File: src/rtl/axi_lite_pkg.sv
// Shared AXI-Lite response codes and FSM state types for the register file.
package axi_lite_pkg;

  localparam logic [1:0] RESP_OKAY   = 2'd0;
  localparam logic [1:0] RESP_SLVERR = 2'd2;

  typedef enum logic [1:0] {
    W_IDLE,
    W_WAIT_DATA,
    W_WAIT_ADDR,
    W_RESP
  } wr_state_t;

  typedef enum logic {
    R_IDLE,
    R_DATA
  } rd_state_t;

endpackage

File: src/rtl/axi_regfile_core.sv
// Register storage with byte-strobe write merge and combinational read mux.
module axi_regfile_core
  import axi_lite_pkg::*;
#(
  parameter int DATA_WIDTH = 32,
  parameter int NUM_REGS   = 4,
  parameter int IDX_W      = 2
) (
  input  logic                           clk,
  input  logic                           rst_n,
  input  logic                           we,
  input  logic [IDX_W-1:0]               widx,
  input  logic [DATA_WIDTH-1:0]          wdata,
  input  logic [DATA_WIDTH/8-1:0]        wstrb,
  input  logic [IDX_W-1:0]               ridx,
  output logic [DATA_WIDTH-1:0]          rdata,
  output logic [NUM_REGS*DATA_WIDTH-1:0] reg_out
);

  genvar gi;
  generate
    for (gi = 0; gi < NUM_REGS; gi++) begin : g_reg
      logic [DATA_WIDTH-1:0] word_reg;

      always_ff @(posedge clk or negedge rst_n) begin
        if (!rst_n) begin
          word_reg <= '0;
        end else if (we && (widx == IDX_W'(gi))) begin
          for (int b = 0; b < DATA_WIDTH / 8; b++) begin
            if (wstrb[b]) word_reg[b*8 +: 8] <= wdata[b*8 +: 8];
          end
        end
      end

      assign reg_out[gi*DATA_WIDTH +: DATA_WIDTH] = word_reg;
    end
  endgenerate

  always_comb begin
    rdata = '0;
    for (int i = 0; i < NUM_REGS; i++) begin
      if (ridx == IDX_W'(i)) rdata = reg_out[i*DATA_WIDTH +: DATA_WIDTH];
    end
  end

endmodule

File: src/rtl/axi_lite_regfile.sv
// AXI4-Lite slave exposing NUM_REGS read/write registers with independent read/write FSMs.
// Define AXI_REGFILE_SLVERR_EN to answer out-of-range accesses with SLVERR instead of OKAY.
module axi_lite_regfile
  import axi_lite_pkg::*;
#(
  parameter int DATA_WIDTH = 32,
  parameter int ADDR_WIDTH = 8,
  parameter int RESP_WIDTH = 3,
  parameter int BASE_ADDR  = 0,
  parameter int NUM_REGS   = 4
) (
  input  logic                           s0_axi_aclk,
  input  logic                           s0_axi_aresetn,
  input  logic [ADDR_WIDTH-1:0]          s0_axi_awaddr,
  input  logic                           s0_axi_awvalid,
  output logic                           s0_axi_awready,
  input  logic [DATA_WIDTH-1:0]          s0_axi_wdata,
  input  logic [DATA_WIDTH/8-1:0]        s0_axi_wstrb,
  input  logic                           s0_axi_wvalid,
  output logic                           s0_axi_wready,
  output logic [RESP_WIDTH-1:0]          s0_axi_bresp,
  output logic                           s0_axi_bvalid,
  input  logic                           s0_axi_bready,
  input  logic [ADDR_WIDTH-1:0]          s0_axi_araddr,
  input  logic                           s0_axi_arvalid,
  output logic                           s0_axi_arready,
  output logic [DATA_WIDTH-1:0]          s0_axi_rdata,
  output logic [RESP_WIDTH-1:0]          s0_axi_rresp,
  output logic                           s0_axi_rvalid,
  input  logic                           s0_axi_rready,
  output logic [NUM_REGS*DATA_WIDTH-1:0] reg_out
);

  localparam int IDX_W = (NUM_REGS > 1) ? $clog2(NUM_REGS) : 1;

`ifdef AXI_REGFILE_SLVERR_EN
  localparam logic [RESP_WIDTH-1:0] ERR_RESP = RESP_WIDTH'(RESP_SLVERR);
`else
  localparam logic [RESP_WIDTH-1:0] ERR_RESP = RESP_WIDTH'(RESP_OKAY);
`endif
  localparam logic [RESP_WIDTH-1:0] OK_RESP = RESP_WIDTH'(RESP_OKAY);

  wr_state_t wr_state_reg;
  rd_state_t rd_state_reg;

  logic                    awready_reg, wready_reg, bvalid_reg;
  logic [RESP_WIDTH-1:0]   bresp_reg;
  logic [ADDR_WIDTH-1:0]   awaddr_reg;
  logic [DATA_WIDTH-1:0]   wdata_reg;
  logic [DATA_WIDTH/8-1:0] wstrb_reg;

  logic                    arready_reg, rvalid_reg;
  logic [RESP_WIDTH-1:0]   rresp_reg;
  logic [DATA_WIDTH-1:0]   rdata_reg;

  logic aw_hs, w_hs, ar_hs;
  assign aw_hs = s0_axi_awvalid & awready_reg;
  assign w_hs  = s0_axi_wvalid  & wready_reg;
  assign ar_hs = s0_axi_arvalid & arready_reg;

  // The write commits on the edge where the later of AW/W lands, so the
  // payload comes from the live bus for whichever half arrives last.
  logic [ADDR_WIDTH-1:0]   wr_addr;
  logic [DATA_WIDTH-1:0]   wr_data;
  logic [DATA_WIDTH/8-1:0] wr_strb;
  logic                    wr_commit;

  always_comb begin
    wr_addr   = awaddr_reg;
    wr_data   = wdata_reg;
    wr_strb   = wstrb_reg;
    wr_commit = 1'b0;
    case (wr_state_reg)
      W_IDLE: begin
        wr_addr   = s0_axi_awaddr;
        wr_data   = s0_axi_wdata;
        wr_strb   = s0_axi_wstrb;
        wr_commit = aw_hs & w_hs;
      end
      W_WAIT_DATA: begin
        wr_data   = s0_axi_wdata;
        wr_strb   = s0_axi_wstrb;
        wr_commit = w_hs;
      end
      W_WAIT_ADDR: begin
        wr_addr   = s0_axi_awaddr;
        wr_commit = aw_hs;
      end
      default: ;
    endcase
  end

  logic [ADDR_WIDTH-1:0] wr_off, rd_off;
  logic                  wr_ok, rd_ok;
  assign wr_off = wr_addr - ADDR_WIDTH'(BASE_ADDR);
  assign rd_off = s0_axi_araddr - ADDR_WIDTH'(BASE_ADDR);
  assign wr_ok  = (wr_off[1:0] == 2'b00) && ((wr_off >> 2) < ADDR_WIDTH'(NUM_REGS));
  assign rd_ok  = (rd_off[1:0] == 2'b00) && ((rd_off >> 2) < ADDR_WIDTH'(NUM_REGS));

  logic [DATA_WIDTH-1:0] core_rdata;

  axi_regfile_core #(
    .DATA_WIDTH (DATA_WIDTH),
    .NUM_REGS   (NUM_REGS),
    .IDX_W      (IDX_W)
  ) u_core (
    .clk     (s0_axi_aclk),
    .rst_n   (s0_axi_aresetn),
    .we      (wr_commit & wr_ok),
    .widx    (wr_off[IDX_W+1:2]),
    .wdata   (wr_data),
    .wstrb   (wr_strb),
    .ridx    (rd_off[IDX_W+1:2]),
    .rdata   (core_rdata),
    .reg_out (reg_out)
  );

  // Readies come up from reset low and assert on the first edge in W_IDLE.
  always_ff @(posedge s0_axi_aclk or negedge s0_axi_aresetn) begin
    if (!s0_axi_aresetn) begin
      wr_state_reg <= W_IDLE;
      awready_reg  <= 1'b0;
      wready_reg   <= 1'b0;
      bvalid_reg   <= 1'b0;
      bresp_reg    <= '0;
      awaddr_reg   <= '0;
      wdata_reg    <= '0;
      wstrb_reg    <= '0;
    end else begin
      case (wr_state_reg)
        W_IDLE: begin
          if (aw_hs) begin
            awaddr_reg  <= s0_axi_awaddr;
            awready_reg <= 1'b0;
          end
          if (w_hs) begin
            wdata_reg  <= s0_axi_wdata;
            wstrb_reg  <= s0_axi_wstrb;
            wready_reg <= 1'b0;
          end
          if (aw_hs && w_hs) begin
            bvalid_reg   <= 1'b1;
            bresp_reg    <= wr_ok ? OK_RESP : ERR_RESP;
            wr_state_reg <= W_RESP;
          end else if (aw_hs) begin
            wr_state_reg <= W_WAIT_DATA;
          end else if (w_hs) begin
            wr_state_reg <= W_WAIT_ADDR;
          end else begin
            awready_reg <= 1'b1;
            wready_reg  <= 1'b1;
          end
        end
        W_WAIT_DATA: begin
          if (w_hs) begin
            wready_reg   <= 1'b0;
            bvalid_reg   <= 1'b1;
            bresp_reg    <= wr_ok ? OK_RESP : ERR_RESP;
            wr_state_reg <= W_RESP;
          end
        end
        W_WAIT_ADDR: begin
          if (aw_hs) begin
            awready_reg  <= 1'b0;
            bvalid_reg   <= 1'b1;
            bresp_reg    <= wr_ok ? OK_RESP : ERR_RESP;
            wr_state_reg <= W_RESP;
          end
        end
        W_RESP: begin
          if (s0_axi_bready) begin
            bvalid_reg   <= 1'b0;
            bresp_reg    <= '0;
            awready_reg  <= 1'b1;
            wready_reg   <= 1'b1;
            wr_state_reg <= W_IDLE;
          end
        end
        default: wr_state_reg <= W_IDLE;
      endcase
    end
  end

  always_ff @(posedge s0_axi_aclk or negedge s0_axi_aresetn) begin
    if (!s0_axi_aresetn) begin
      rd_state_reg <= R_IDLE;
      arready_reg  <= 1'b0;
      rvalid_reg   <= 1'b0;
      rresp_reg    <= '0;
      rdata_reg    <= '0;
    end else begin
      case (rd_state_reg)
        R_IDLE: begin
          if (ar_hs) begin
            arready_reg  <= 1'b0;
            rvalid_reg   <= 1'b1;
            rdata_reg    <= rd_ok ? core_rdata : '0;
            rresp_reg    <= rd_ok ? OK_RESP : ERR_RESP;
            rd_state_reg <= R_DATA;
          end else begin
            arready_reg <= 1'b1;
          end
        end
        R_DATA: begin
          if (s0_axi_rready) begin
            rvalid_reg   <= 1'b0;
            arready_reg  <= 1'b1;
            rd_state_reg <= R_IDLE;
          end
        end
        default: rd_state_reg <= R_IDLE;
      endcase
    end
  end

  assign s0_axi_awready = awready_reg;
  assign s0_axi_wready  = wready_reg;
  assign s0_axi_bvalid  = bvalid_reg;
  assign s0_axi_bresp   = bresp_reg;
  assign s0_axi_arready = arready_reg;
  assign s0_axi_rvalid  = rvalid_reg;
  assign s0_axi_rresp   = rresp_reg;
  assign s0_axi_rdata   = rdata_reg;

endmodule

File: config.mk
export PLATFORM = sky130hd
export DESIGN_NAME = axi_lite_regfile
export DESIGN_NICKNAME = d
export VERILOG_FILES = /design/src/rtl/axi_lite_pkg.sv /design/src/rtl/axi_regfile_core.sv /design/src/rtl/axi_lite_regfile.sv
export SDC_FILE = /design/constraint.sdc
export NUM_CORES = 1
export LEC_CHECK = 0
export ABC_AREA = 1
export CORE_ASPECT_RATIO = 1.1
export CORE_MARGIN = 2
export CORE_UTILIZATION = 46
export CTS_CLUSTER_DIAMETER = 100
export DETAILED_ROUTE_END_ITERATION = 8
export GPL_ROUTABILITY_DRIVEN = 0
export GPL_TIMING_DRIVEN = 0
export PLACE_DENSITY = 0.75
export SETUP_SLACK_MARGIN = 0.3
export SLEW_MARGIN = 20
export SYNTH_ARGS = -nofsm -noshare
export SYNTH_HDL_FRONTEND = slang
export SYNTH_SLANG_ARGS = --single-unit
File: constraint.sdc
create_clock -name s0_axi_aclk -period 1.95 [get_ports s0_axi_aclk]
set_clock_uncertainty 0.1 [all_clocks]
set_input_delay 0.585 -clock s0_axi_aclk [delete_from_list [all_inputs] [get_ports s0_axi_aclk]]
set_output_delay 0.585 -clock s0_axi_aclk [all_outputs]
set_load 0.02 [all_outputs]
# Word level (Yosys, flattened, before mapping)

Cells that the tools add are included.

Flip-flop bits (word level): 215
Bits in latches: 0
Bits in writable memories: 0
Memory bits (read-only): 0
Bits of input ports: 59
Word-level logic and storage cells: 138
Memories kept: 0

$add $sub $neg: 0
$mul: 0
Div/mod/pow operators: 0
Order comparisons: 2
Eq/ne operators: 16
Shift-type cells: 0
Multiplexer cells: 46
Bitwise logic cells: 6
Reduce and logical (&&, ||, !) cells: 40

Operators by type and width:

| operator                                                                     | number |
|---|---|
| 32-bit two-way mux                                                           | 6 |
| 2-bit AND reduction                                                          | 22 |
| 1-bit two-way mux                                                            | 19 |
| 2-bit equality test, second input constant                                   | 6 |
| 6-bit by 3-bit less-than comparator with 1-bit output, second input constant | 2 |
| 2-bit two-way mux                                                            | 6 |
| 3-bit two-way mux                                                            | 4 |
| 2-bit != test, second input constant                                         | 6 |
| 3-bit case mux with 4 select lines                                           | 1 |
| 2-bit zero test                                                              | 5 |
| 1-bit case mux with 3 select lines                                           | 3 |
| 8-bit two-way mux                                                            | 1 |
| 2-bit case mux with 4 select lines                                           | 1 |
| 4-bit AND reduction                                                          | 2 |
| 1-bit logical AND                                                            | 7 |
| 2-bit by 1-bit equality test with 1-bit output, second input constant        | 3 |
| 1-bit case mux with 2 select lines                                           | 3 |
| 3-bit nonzero test                                                           | 2 |
| 1-bit AND                                                                    | 5 |
| 4-bit two-way mux                                                            | 1 |
| 4-bit != test, second input constant                                         | 1 |
| 1-bit case mux with 4 select lines                                           | 1 |
| 2-bit OR reduction                                                           | 2 |
| 1-bit inverter                                                               | 1 |

# Longest topological paths before layout

Depth after elaboration: 8
Mapped depth: 12
Mapped depth without buffers: 11

# Hierarchy

Synthesis repeated with hierarchy kept, for this count alone.

Cells, all modules: 1287
Area, all modules: 10182.3 um2

Modules (own cells, without submodules):

| module           | times used | cells each | area an instance (um2) | seq. area each (um2) |
|---|---|---|---|---|
| axi_regfile_core | 1          | 762        | 6104.6                 | 3203.1 |
| axi_lite_regfile | 1          | 525        | 4077.7                 | 2102.0 |

# Worst setup path before layout

No wires, ideal clock.

Path type: register -> register
Start: register wr_state_reg[0]
End: register u_core.g_reg[0].word_reg[16]
Data arrival time: 1819 ps
Required time: 1784 ps
Slack: -35 ps
Cell stages (with the launch flop): 12
Path buffers: 2
Cell sequence: dfrtp_1 inv_1 ha_1 buf_4 nor2_8 nand2_1 o21ai_4 inv_4 nor2_8 buf_8 nand4_1 nand2_1

Cells in the longest elaborated chain, start to end: 8

RTL lines:

| item                                                                                            | line                    | source |
|---|---|---|
| start, declared                                                                                 | axi_lite_regfile.sv:43  | `wr_state_t wr_state_reg;` |
| start signal, assigned                                                                          | axi_lite_regfile.sv:121 | `wr_state_reg <= W_IDLE;` |
| start signal, assigned                                                                          | axi_lite_regfile.sv:144 | `wr_state_reg <= W_RESP;` |
| start signal, assigned                                                                          | axi_lite_regfile.sv:146 | `wr_state_reg <= W_WAIT_DATA;` |
| 2-bit equality test / 2-bit zero test (equally long branches)                                   | axi_lite_regfile.sv:73  | `case (wr_state_reg)` |
| 2-bit OR reduction (no source line)                                                             | --                      |  |
| 8-bit two-way mux                                                                               | axi_lite_regfile.sv:73  |  |
| 6-bit by 3-bit less-than comparator with 1-bit output / 2-bit zero test (equally long branches) | axi_lite_regfile.sv:97  | `assign wr_ok = (wr_off[1:0] == 2'b00) && ((wr_off >> 2) < ADDR_WIDTH'(NUM_REGS));` |
| 1-bit logical AND                                                                               | axi_lite_regfile.sv:97  |  |
| 1-bit AND                                                                                       | axi_lite_regfile.sv:109 | `.we (wr_commit & wr_ok),` |
| 1-bit logical AND                                                                               | axi_regfile_core.sv:28  | `end else if (we && (widx == IDX_W'(gi))) begin` |
| 2-bit AND reduction (no source line)                                                            | --                      |  |
| end signal, assigned by index                                                                   | axi_regfile_core.sv:30  | `if (wstrb[b]) word_reg[b*8 +: 8] <= wdata[b*8 +: 8];` |
| end, declared                                                                                   | axi_regfile_core.sv:23  | `logic [DATA_WIDTH-1:0] word_reg;` |

Several ways; a longest one is shown, not always the timed one.
A chain may end at the register's enable or synchronous reset.

# Final worst setup path

Start: register wr_state_reg[0]
End: register u_core.g_reg[3].word_reg[7]

Cells in the longest elaborated chain, start to end: 8

RTL lines:

| item                                                                                            | line |
|---|---|
| 2-bit equality test / 2-bit zero test (equally long branches)                                   | axi_lite_regfile.sv:73 |
| 2-bit OR reduction (no source line)                                                             | -- |
| 8-bit two-way mux                                                                               | axi_lite_regfile.sv:73 |
| 6-bit by 3-bit less-than comparator with 1-bit output / 2-bit zero test (equally long branches) | axi_lite_regfile.sv:97 |
| 1-bit logical AND                                                                               | axi_lite_regfile.sv:97 |
| 1-bit AND                                                                                       | axi_lite_regfile.sv:109 |
| 1-bit logical AND                                                                               | axi_regfile_core.sv:28 |
| 2-bit AND reduction (no source line)                                                            | -- |
| end signal, assigned by index                                                                   | axi_regfile_core.sv:30 |
| end, declared                                                                                   | axi_regfile_core.sv:23 |

Several ways; a longest one is shown, not always the timed one.

==> qor.yml <==
grt:
  use_met2_pct: 57.0
  grt_util_all_layers_pct: 35.3
  antenna_found_initial: 0
  grt_pass1_vias: 11700
  met3_usage_pct: 8.78
  grtUsageMet1_pct: 41.5
  grt_pass1_wl_mm: 64.4
  grt_max_degree: 93
  grt-ovfl-total: 0
  globalRoute.busiestLayer: "met2"
worst_setup_path:
  cp_slowest_stage_delay_ns: 0.39
  crit_end: "u_core.g_reg[3].word_reg[7]"
  worstPathCellList: "inv_2, ha_4, buf_8, buf_6, nand2_1, nand2_1, nand2_2, nor2_4, buf_12, buf_4, clkbuf_16, buf_12, nand4_1, nand2_1"
  r2r-start: "wr_state_reg[0]"
  r2r_cells: 14
  worstSetupStartpoint: "wr_state_reg[0]"
  path_common_cell: "nand2_1"
  endpoint_kind: "register"
  cp.arrival_ns: 2.94
  cp_slowest_cell: "dfrtp_1"
  reg2reg_slack_ns: -0.66
  worstPathRequired_ns: 2.29
  criticalPathCategory: "register to register"
  crit_fanout: 5
  r2r_end: "u_core.g_reg[3].word_reg[7]"
  start_kind: "register"
layout:
  area_delta_synth_final_pct: 64.6
  finalNonFillerCells: 2026
  multi_input_area_um2: 4900
  n_antenna_cell: 0
  nets: 1777
  fillers: 1276
  largest_reg_flops: 128
  drive_gt1_share_pct: 40.2
  regArea_um2: 5320
clock_tree:
  clock_latency_ns: 0.53
  cts_sinks: 212
  tritoncts: "done"
  numCtsBuffers: 23
  clk_pin_slew_ns: 0.07
  clock_path_buffers: 3
  htree_levels: 1
  cts-root-buf: "clkbuf_16"
outcome:
  violations: "negative hold slack, negative setup slack"
  status: "finished, violations left"
drt:
  avgViaCountPerCell: 6.14
  drc: 0
  ant_nets: 0
  vias: 12400
  totalWireLength_mm: 46.8
  drt-initial-drc-count: 1424
  drt_pass1_iterations: 6
  wl_per_cell_um: 23.1
pwr:
  comb_power_share_pct: 58.2
  p_int_mw: 14.8
  power.switching_mw: 11.8
  power_density_nw_per_um2: 1580
  p_clk_share_pct: 16.2
  seqPwrFrac_pct: 25.6
  ir_drop_uv: 982
  swShare_pct: 44.4
  power.leakage_nw: 8.63
sta:
  fmaxAchievable_mhz: 384
  rsz0062_at_grt: "true"
  slew_viol_final: 0
  final.period_utilization_pct: 134
  setup_viol: 129
  fin_crit_ns: 2.61
  relSlewSlack_pct: 43.7
  finalHoldViolCount: 47
  fin_ws_ns: -0.655
  tightest_slew_ns: 0.836
  hold_ws_ns: -0.146
floorplan:
  fp.coreArea_um2: 22000
  rows: 57
  die_y_um: 161
  die_x_um: 147
  ios: 230
  die_area_um2: 23600
  initial_utilization_pct: 46.7
run:
  cap_viol_max_count: 0
yosys:
  synth_flop_cell: "dfrtp_1"
  syn_area_um2: 10300
  synth_area_per_cell_um2: 8.30
  ys_ff_latch: 212
  yosysSeqAreaShare_pct: 51.6
  yosys_warnings: 0
  synth_edf_count: 0
  async_reset_ff_share_pct: 100
  yosysUniqueCellTypes: 30
  synthCells: 1240
placement:
  port-buffer-count: 221
  place_inst: 1763
  dp_slack_ns: -0.918
  hpwl_mm: 25.6
worst_hold_path:
  min_path_type: "input port to async pin"
placed cells by master, fill, tap and decap left out, types with 8 or more instances in the layout:
cell type        netlist  routed
o211ai_1              20      20
buf_6                  3     191
nand2_2                0     102
clkbuf_16              0      28
buf_16                 0       8
nor2_1                19      15
buf_2                 30       8
buf_8                  3      19
o21ai_1                0      15
dfrtp_2                0      10
dfrtp_1              212     202
nor2_4                 3       8
nand3_4                4      17
clkbuf_1              37      15
clkbuf_2               0      12
nand4_1              128     128
nor3_1                13      13
buf_4                 11     196
nand3_1               45      40
inv_1                 69      62
o21ai_2                2      23
nand2_1              470     365
o21ai_0              131      93
clkdlybuf4s50_1        0      55
clkbuf_8               0      11
buf_12                 0      16
area by class of cell:
class                           instances  share of cell area (%)
Buffer                                 85                    5.10
Clock buffer                           36                    4.10
Clock inverter                          6                   0.214
Inverter                               72                    1.66
Multi-Input combinational cell        878                    28.9
Sequential cell                       212                    31.4
Tap cell                              295                    2.18
Timing Repair Buffer                  442                    26.4
metal layers:
metal  share of wire (%)  routed length, um
met5                   0                  0
met4                 8.4               3920
met3                  12               5700
met2                  46              21700
met1                  33              15500
critical path, delay by kind of cell, from the launching register on:
family	cells	cell delay, ns
simple gates	6	0.93
flops	1	0.39
buf+inv	7	0.93
fa+ha+maj	1	0.15
through the flow:
step	hold WS (ns)	util [%]	area (um2)	TNS (ns)	total power, mW
after global placement	0.363	59.1	13000	-1977.54	16.1
after detailed placement	0.367	59.4	13100	-137.27	16.3
final	-0.146	76.8	16900	-34.64	26.7
after CTS	-0.127	72.0	15900	-15.52	24.2
after global routing	-0.132	76.8	16900	-46.52	27.4
after floorplan	0.189	-	10400	0	12.3
power by group through the flow:
stage | clock [mW] | sequential (mW) | combinational, mW
detailed placement | 0 | 6.80 | 9.55
finish | 4.32 | 6.84 | 15.5
CTS | 4.24 | 6.70 | 13.2
floorplan | 0 | 7.48 | 4.80
global placement | 0 | 6.77 | 9.36
global route | 4.50 | 6.90 | 16.1
kinds of logic (layout without fill, tap and decap cells):
family          after synthesis  count (layout)  share of synthesized area (%)
compound gates              164             164                           9.01
fa+ha+maj                     4               4                          0.486
buf+inv                     157             641                           7.09
flops                       212             212                           51.6
mux                           6               6                          0.657
other cells                   1               6                         0.0364
simple gates                696             698                           31.2
worst min path at each step:
stage	start	end	slack, ns	cells after the start
final	s0_axi_aresetn	awaddr_reg[7]	-0.15	1
after global routing	s0_axi_aresetn	awaddr_reg[7]	-0.13	1
after CTS	s0_axi_aresetn	awaddr_reg[7]	-0.13	1
after detailed placement	s0_axi_rdata[18]	s0_axi_rdata[18]	0.37	2
after global placement	s0_axi_rdata[29]	s0_axi_rdata[29]	0.36	2
after floorplan	s0_axi_aresetn	awaddr_reg[0]	0.19	0
timing repair:
item,4_1_cts,5_1_grt
cloned,7,5
pin swaps,52,46
resized for setup,981,365
setup endpoints to repair,367,370
hold endpoints to repair,47,47
setup buffers,148,61
Yosys cell counts, types with 6 or more instances:
master	n	share of area, %
o211ai_1	20	1.5
nand2_1	470	17
nand4_1	128	7.8
nor3_1	13	0.63
nor2_1	19	0.69
nand3_1	45	2.2
o21ai_0	131	6.4
mux2_2	6	0.66
inv_1	69	2.5
clkbuf_1	37	1.3
buf_4	11	0.80
dfrtp_1	212	52
nand3_2	9	0.88
buf_2	30	1.5
No activity file was read; power rests on OpenSTA's default activity.
